**config.mk**
```make
export PLATFORM = sky130hd
export DESIGN_NAME = dp_seq_ctrl
export DESIGN_NICKNAME = d
export VERILOG_FILES = /design/src/rtl/dp_seq_ctrl.sv
export SDC_FILE = /design/constraint.sdc
export NUM_CORES = 1
export LEC_CHECK = 0
export ABC_AREA = 1
export BUFFER_PORTS_ARGS = -buffer_cell sky130_fd_sc_hd__buf_2
export CAP_MARGIN = 20
export CORE_MARGIN = 2
export CORE_UTILIZATION = 50
export CTS_CLUSTER_SIZE = 25
export DETAILED_ROUTE_END_ITERATION = 12
export PLACE_DENSITY = 0.84
export SLEW_MARGIN = 20
export SYNTH_ARGS = -nofsm -noshare
export SYNTH_HDL_FRONTEND = slang
export SYNTH_SLANG_ARGS = --single-unit
```
**constraint.sdc**
```tcl
create_clock -name clk -period 6.9 [get_ports clk]
set_input_delay 1.035 -clock clk [delete_from_list [all_inputs] [get_ports clk]]
set_output_delay 1.035 -clock clk [all_outputs]
set_load 0.02 [all_outputs]
```
**src/rtl/dp_seq_ctrl.sv**
```systemverilog
// dp_seq_ctrl: command-driven sequencer for the dp32 SIMD dot-product datapath.
// It takes a command (mode, length N) and streams N operand pairs into dp32 at
// one pair per cycle. It accumulates the dp32 output that matches the mode and
// returns one result through a valid/ready handshake.
// Optional build macro DP_SEQ_SAT_EN: when it is defined, the accumulator
// saturates at all-ones and a sticky overflow flag is ORed into res_err.
module dp_seq_ctrl #(
  parameter int ACC_W = 72,
  parameter int LEN_W = 16
) (
  input  logic             clk,
  input  logic             rst,
  input  logic             cmd_valid,
  output logic             cmd_ready,
  input  logic [2:0]       cmd_mode,
  input  logic [LEN_W-1:0] cmd_len,
  input  logic             op_valid,
  output logic             op_ready,
  input  logic [31:0]      op_a,
  input  logic [31:0]      op_b,
  output logic [31:0]      dp_a,
  output logic [31:0]      dp_b,
  input  logic [63:0]      dp_mul_int32,
  input  logic [32:0]      dp_sum_int16,
  input  logic [17:0]      dp_sum_int8,
  input  logic [10:0]      dp_sum_int4,
  input  logic [7:0]       dp_sum_int2,
  output logic             res_valid,
  input  logic             res_ready,
  output logic [ACC_W-1:0] res_data,
  output logic             res_err,
  output logic             busy
);

  // The addend is widened to at least 64 bits so that no dp32 output is truncated.
  localparam int EXT_W = (ACC_W > 64) ? ACC_W : 64;
  localparam logic [LEN_W-1:0] REM_ONE = {{(LEN_W-1){1'b0}}, 1'b1};

  typedef enum logic [1:0] {
    IDLE  = 2'd0,
    RUN   = 2'd1,
    DRAIN = 2'd2,
    DONE  = 2'd3
  } state_t;

  state_t           state_q, state_d;
  logic [2:0]       mode_q, mode_d;
  logic [LEN_W-1:0] rem_q, rem_d;
  logic [ACC_W-1:0] acc_q, acc_d;
  logic             stg_v_q, stg_v_d;
  logic [31:0]      dp_a_q, dp_a_d;
  logic [31:0]      dp_b_q, dp_b_d;
  logic             err_q, err_d;
`ifdef DP_SEQ_SAT_EN
  logic             sat_q, sat_d;
  logic [EXT_W:0]   sum_s;
`endif
  logic             cmd_ready_q, cmd_ready_d;
  logic             op_ready_q, op_ready_d;
  logic             busy_q, busy_d;
  logic             res_valid_q, res_valid_d;
  logic [ACC_W-1:0] res_data_q, res_data_d;
  logic             res_err_q, res_err_d;

  logic             cmd_acc_s, op_acc_s, res_hs_s;
  logic [63:0]      sel_s;
  logic [EXT_W-1:0] addend_s;

  assign cmd_ready = cmd_ready_q;
  assign op_ready  = op_ready_q;
  assign busy      = busy_q;
  assign res_valid = res_valid_q;
  assign res_data  = res_data_q;
  assign res_err   = res_err_q;
  assign dp_a      = dp_a_q;
  assign dp_b      = dp_b_q;

  // Next-state logic: handshakes, partial-sum selection, accumulation, sequencing.
  always_comb begin
    state_d  = state_q;
    mode_d   = mode_q;
    rem_d    = rem_q;
    acc_d    = acc_q;
    stg_v_d  = stg_v_q;
    dp_a_d   = dp_a_q;
    dp_b_d   = dp_b_q;
    err_d    = err_q;
`ifdef DP_SEQ_SAT_EN
    sat_d    = sat_q;
    sum_s    = {(EXT_W + 1){1'b0}};
`endif

    // The ready registers are high only in the states that own each handshake.
    cmd_acc_s = cmd_ready_q & cmd_valid;
    op_acc_s  = op_ready_q & op_valid;
    res_hs_s  = res_valid_q & res_ready;

    case (mode_q)
      3'd0:    sel_s = {56'd0, dp_sum_int2};
      3'd1:    sel_s = {53'd0, dp_sum_int4};
      3'd2:    sel_s = {46'd0, dp_sum_int8};
      3'd3:    sel_s = {31'd0, dp_sum_int16};
      3'd4:    sel_s = dp_mul_int32;
      default: sel_s = 64'd0;
    endcase
    addend_s = EXT_W'(sel_s);

    // The staged pair was driven into dp32 last cycle, so its result is valid now.
    if (stg_v_q) begin
`ifdef DP_SEQ_SAT_EN
      sum_s = {1'b0, EXT_W'(acc_q)} + {1'b0, addend_s};
      if (|sum_s[EXT_W:ACC_W]) begin
        acc_d = {ACC_W{1'b1}};
        sat_d = 1'b1;
      end else begin
        acc_d = sum_s[ACC_W-1:0];
      end
`else
      acc_d = acc_q + addend_s[ACC_W-1:0];
`endif
    end else begin
      acc_d = acc_q;
    end

    case (state_q)
      IDLE: begin
        if (cmd_acc_s) begin
          mode_d = cmd_mode;
          rem_d  = cmd_len;
          acc_d  = {ACC_W{1'b0}};
          err_d  = (cmd_mode > 3'd4);
`ifdef DP_SEQ_SAT_EN
          sat_d  = 1'b0;
`endif
          if ((cmd_mode <= 3'd4) && (cmd_len != {LEN_W{1'b0}})) begin
            state_d = RUN;
          end else begin
            state_d = DONE;
          end
        end else begin
          state_d = IDLE;
        end
      end
      RUN: begin
        stg_v_d = op_acc_s;
        if (op_acc_s) begin
          dp_a_d = op_a;
          dp_b_d = op_b;
          rem_d  = rem_q - REM_ONE;
          if (rem_q == REM_ONE) begin
            state_d = DRAIN;
          end else begin
            state_d = RUN;
          end
        end else begin
          state_d = RUN;
        end
      end
      DRAIN: begin
        stg_v_d = 1'b0;
        state_d = DONE;
      end
      DONE: begin
        if (res_hs_s) begin
          state_d = IDLE;
        end else begin
          state_d = DONE;
        end
      end
      default: begin
        state_d = IDLE;
        stg_v_d = 1'b0;
      end
    endcase

    // The result is presented one cycle after entering DONE and is dropped on the handshake.
    cmd_ready_d = (state_d == IDLE);
    op_ready_d  = (state_d == RUN) && (rem_d != {LEN_W{1'b0}});
    busy_d      = (state_d != IDLE);
    res_valid_d = (state_q == DONE) && !res_hs_s;
    if (res_valid_d) begin
      res_data_d = acc_q;
`ifdef DP_SEQ_SAT_EN
      res_err_d  = err_q | sat_q;
`else
      res_err_d  = err_q;
`endif
    end else begin
      res_data_d = {ACC_W{1'b0}};
      res_err_d  = 1'b0;
    end
  end

  // State and output registers; reset aborts any operation in flight.
  always_ff @(posedge clk or posedge rst) begin
    if (rst) begin
      state_q     <= IDLE;
      mode_q      <= 3'd0;
      rem_q       <= {LEN_W{1'b0}};
      acc_q       <= {ACC_W{1'b0}};
      stg_v_q     <= 1'b0;
      dp_a_q      <= 32'd0;
      dp_b_q      <= 32'd0;
      err_q       <= 1'b0;
`ifdef DP_SEQ_SAT_EN
      sat_q       <= 1'b0;
`endif
      cmd_ready_q <= 1'b1;
      op_ready_q  <= 1'b0;
      busy_q      <= 1'b0;
      res_valid_q <= 1'b0;
      res_data_q  <= {ACC_W{1'b0}};
      res_err_q   <= 1'b0;
    end else begin
      state_q     <= state_d;
      mode_q      <= mode_d;
      rem_q       <= rem_d;
      acc_q       <= acc_d;
      stg_v_q     <= stg_v_d;
      dp_a_q      <= dp_a_d;
      dp_b_q      <= dp_b_d;
      err_q       <= err_d;
`ifdef DP_SEQ_SAT_EN
      sat_q       <= sat_d;
`endif
      cmd_ready_q <= cmd_ready_d;
      op_ready_q  <= op_ready_d;
      busy_q      <= busy_d;
      res_valid_q <= res_valid_d;
      res_data_q  <= res_data_d;
      res_err_q   <= res_err_d;
    end
  end

endmodule

```
==> reports/metrics.cfg <==
[die]
io_pins=363
core_sq_um=32500
die_area_sq_um=34300
die_w_um=185
start_util_pct=50.6
rows=66
die_h_um=185

[timing]
period_share_pct=60.5
setup_tns_ns=0
setup_viol=0
skew_ns=0.0246
grt_setup_unrepaired=false
tightest_slew_ns=1.09
min_period_ns=4.17
final_hold_viol_count=0
max-slew-margin-rel_pct=27.5
clock.fmax_mhz=240
slew_viol_final=0

[power]
peakVddDrop_v=0.000268
p_per_area_nw_per_um2=472
p_sw_mw=4.67
internal-power_mw=4.64
switching_share_pct=50.2
seqPwrFrac_pct=24.6
power_frac_comb_pct=57.0
leakagePower_nw=11.8
clockPowerShare_pct=18.4

[finish]
layout.nets=3218
diodes=0
drive_above_1_share_pct=15.7
area_delta_synth_final_pct=20.1
final_cell_mix=nand2_1 (890), inv_1 (517), buf_2 (362), nor2_1 (300), dfrtp_1 (234)
final_common_cell=nand2_1
fill_cells=3033
layout.cells.non_filler=3388

[critical_path]
slowest_stage=nor2_2
slowest_delay_ns=0.47
crit_cells=20
cp_top_family=simple AND/OR/NAND/NOR gates
cp-startpoint=mode_q[0]$_DFFE_PP0P_
rrSetupSlack_ns=2.73
crit_required_ns=7.35
cp-start-kind=register
crit_chain=nor2_1 > inv_1 > nor2_2 > buf_4 > inv_1 > buf_4 > nor2_1 > ha_1 > nand2_1 > inv_1 > a21oi_1 > nor2_1 > o21ai_0 > nand2_1 > a21oi_1 > nand2_1 > nand2_1 > nand3_1 > nand2_1 > inv_1
r2r_end=acc_q[61]$_DFF_PP0_
rr_worst_depth=20
path_common_cell=nand2_1
arrival_ns=4.62
path_max_fanout=31
path_class=reg -> reg
crit_path_end=acc_q[61]$_DFF_PP0_
crit_buf_inv=6
r2r-start=mode_q[0]$_DFFE_PP0P_
worstSetupEndpointType=register

[logic_synthesis]
synthFlopType=dfrtp_1
synth_top_area_share_pct=35.8
synth_nets=2878
ys_ff_latch=236
synthTopCellsByArea=dfrtp_1 (36%), nand2_1 (20%), inv_1 (12%)
synth_edf_count=0
yosysUniqueCellTypes=42
avgSynthCellArea_sq_um=6.36
syn_inst=2585
yosys.area.top_type=dfrtp_1
synth_warnings=0
async_reset_ff_share_pct=100
syn_area_sq_um=16400
yosysSeqAreaShare_pct=35.9

[placement]
portBuffers=362
dp_cells=3337
dpl.hpwl_um=44200
place_congestion=0.992

[grt]
grt_pass1_wl_um=88000
grt.overflow.total=0
antenna_found_initial=0
first_global_vias=16600
grt_start_max_net_pins=157
grtUsageTotal_pct=32.9

[drt]
first_pass_iters=7
ant_nets=0
vias=17500
drc=0
drt_iter0_markers=1263
wirelength_um=56700
drt-wirelength-per-cell_um=16.7
viasPerCell=5.18

[cts]
hold_buffers=0
path_clk_slew_ns=0.06
cts_buffer_depth=3
clock-root-buffer=clkbuf_16
clock-sinks=236
clkLatencyLatePin_ns=0.57
cts_setup_buffers=0
htree_num_levels=1
numCtsBuffers=28
cts_tree=built
cts_resized=0

[worst_hold_path]
hold_class=in -> async

[outcome]
outcome=complete, no violations

[job]
cap_violations=0

-- cell usage after synthesis, drive strengths merged (16+ instances only) --
library cell and count:
a21oi 100, a22o 16, buf 19, clkbuf 42
dfrtp 235, ha 70, inv 522, nand2 899
nand3 137, nor2 309, nor3 21, o211ai 19
o21ai 97, xor2 18
-- metrics by stage --
stage	util [%]	instance area (sq um)	hold slack [ns]	worst slack (ns)	power [mW]
floorplan	-	16400	0.460	2.77	5.85
global placement	57.5	18700	0.448	3.02	7.38
detailed placement	57.5	18700	0.453	2.86	7.49
CTS	60.8	19700	0.441	2.84	9.25
global route	60.8	19700	0.461	2.45	10.1
finish	60.8	19700	0.449	2.73	9.32
-- registers in the layout, summed over array words and instances (netlist names), 2 cells and up --
name,cells
dp_a,32
acc_q,72
rem_q,16
state_q,2
res_data,72
dp_b,32
mode_q,3
-- worst reg2reg max path, stage by stage, from the launching register on --
cell and delay [ns]:
dfrtp_1 0.43, nor2_1 0.13, inv_1 0.08, nor2_2 0.47, buf_4 0.43, inv_1 0.08
buf_4 0.25, nor2_1 0.16, ha_1 0.38, nand2_1 0.17, inv_1 0.07, a21oi_1 0.24
nor2_1 0.10, o21ai_0 0.22, nand2_1 0.08, a21oi_1 0.41, nand2_1 0.11, nand2_1 0.07
nand3_1 0.06, nand2_1 0.10, inv_1 0.04
-- cell type report --
class | instances | area (sq um) | area share, %
Multi-Input combinational cell | 1766 | 8350 | 42.3
Sequential cell | 236 | 5910 | 29.9
Inverter | 522 | 1960 | 9.95
Timing Repair Buffer | 371 | 1890 | 9.59
Clock buffer | 37 | 796 | 4.03
Tap cell | 442 | 553 | 2.80
Clock inverter | 14 | 275 | 1.39
-- power by group through the flow --
stage	Sequential, mW	Combinational, mW	Clock [mW]
after detailed placement	2.30	5.19	0
after global placement	2.28	5.10	0
after CTS	2.28	5.24	1.74
final	2.29	5.31	1.71
after floorplan	2.47	3.38	0
after global routing	2.35	5.95	1.79
-- worst min path at each step --
stage / start / to / depth (start not counted)
finish: rst / rem_q[13]$_DFF_PP0_ / 2
global route: rst / rem_q[13]$_DFF_PP0_ / 2
CTS: rst / rem_q[13]$_DFF_PP0_ / 2
detailed placement: dp_b[8]$_DFFE_PP0P_ / dp_b[8]$_DFFE_PP0P_ / 2
global placement: dp_b[18]$_DFFE_PP0P_ / dp_b[18]$_DFFE_PP0P_ / 2
floorplan: err_q$_DFFE_PP0P_ / res_err$_DFF_PP0_ / 2
-- logic make-up (layout without fill, tap and decap cells) --
group                      Yosys count  count (layout)  share of synthesized area [%]
adders and majority gates           71              71                           5.45
xor gates and xnor gates            19              19                           1.01
buffers and inverters              583             944                           13.4
AOI/OAI and AO/OA                  276             276                           9.83
DFF                                236             236                           35.9
and+or+nand+nor                   1400            1400                           34.3
-- layer usage --
metal	GRT usage (%)	up-vias	part of all wire, %	wire (um)
met5	0	-	0	0
met2	55.9	728	47	26500
met3	5.19	115	8.2	4630
li1	-	8540	-	-
met1	42.1	8155	41	23500
met4	12.0	0	3.7	2080
Note: power is estimated with default switching activity, not from simulation.
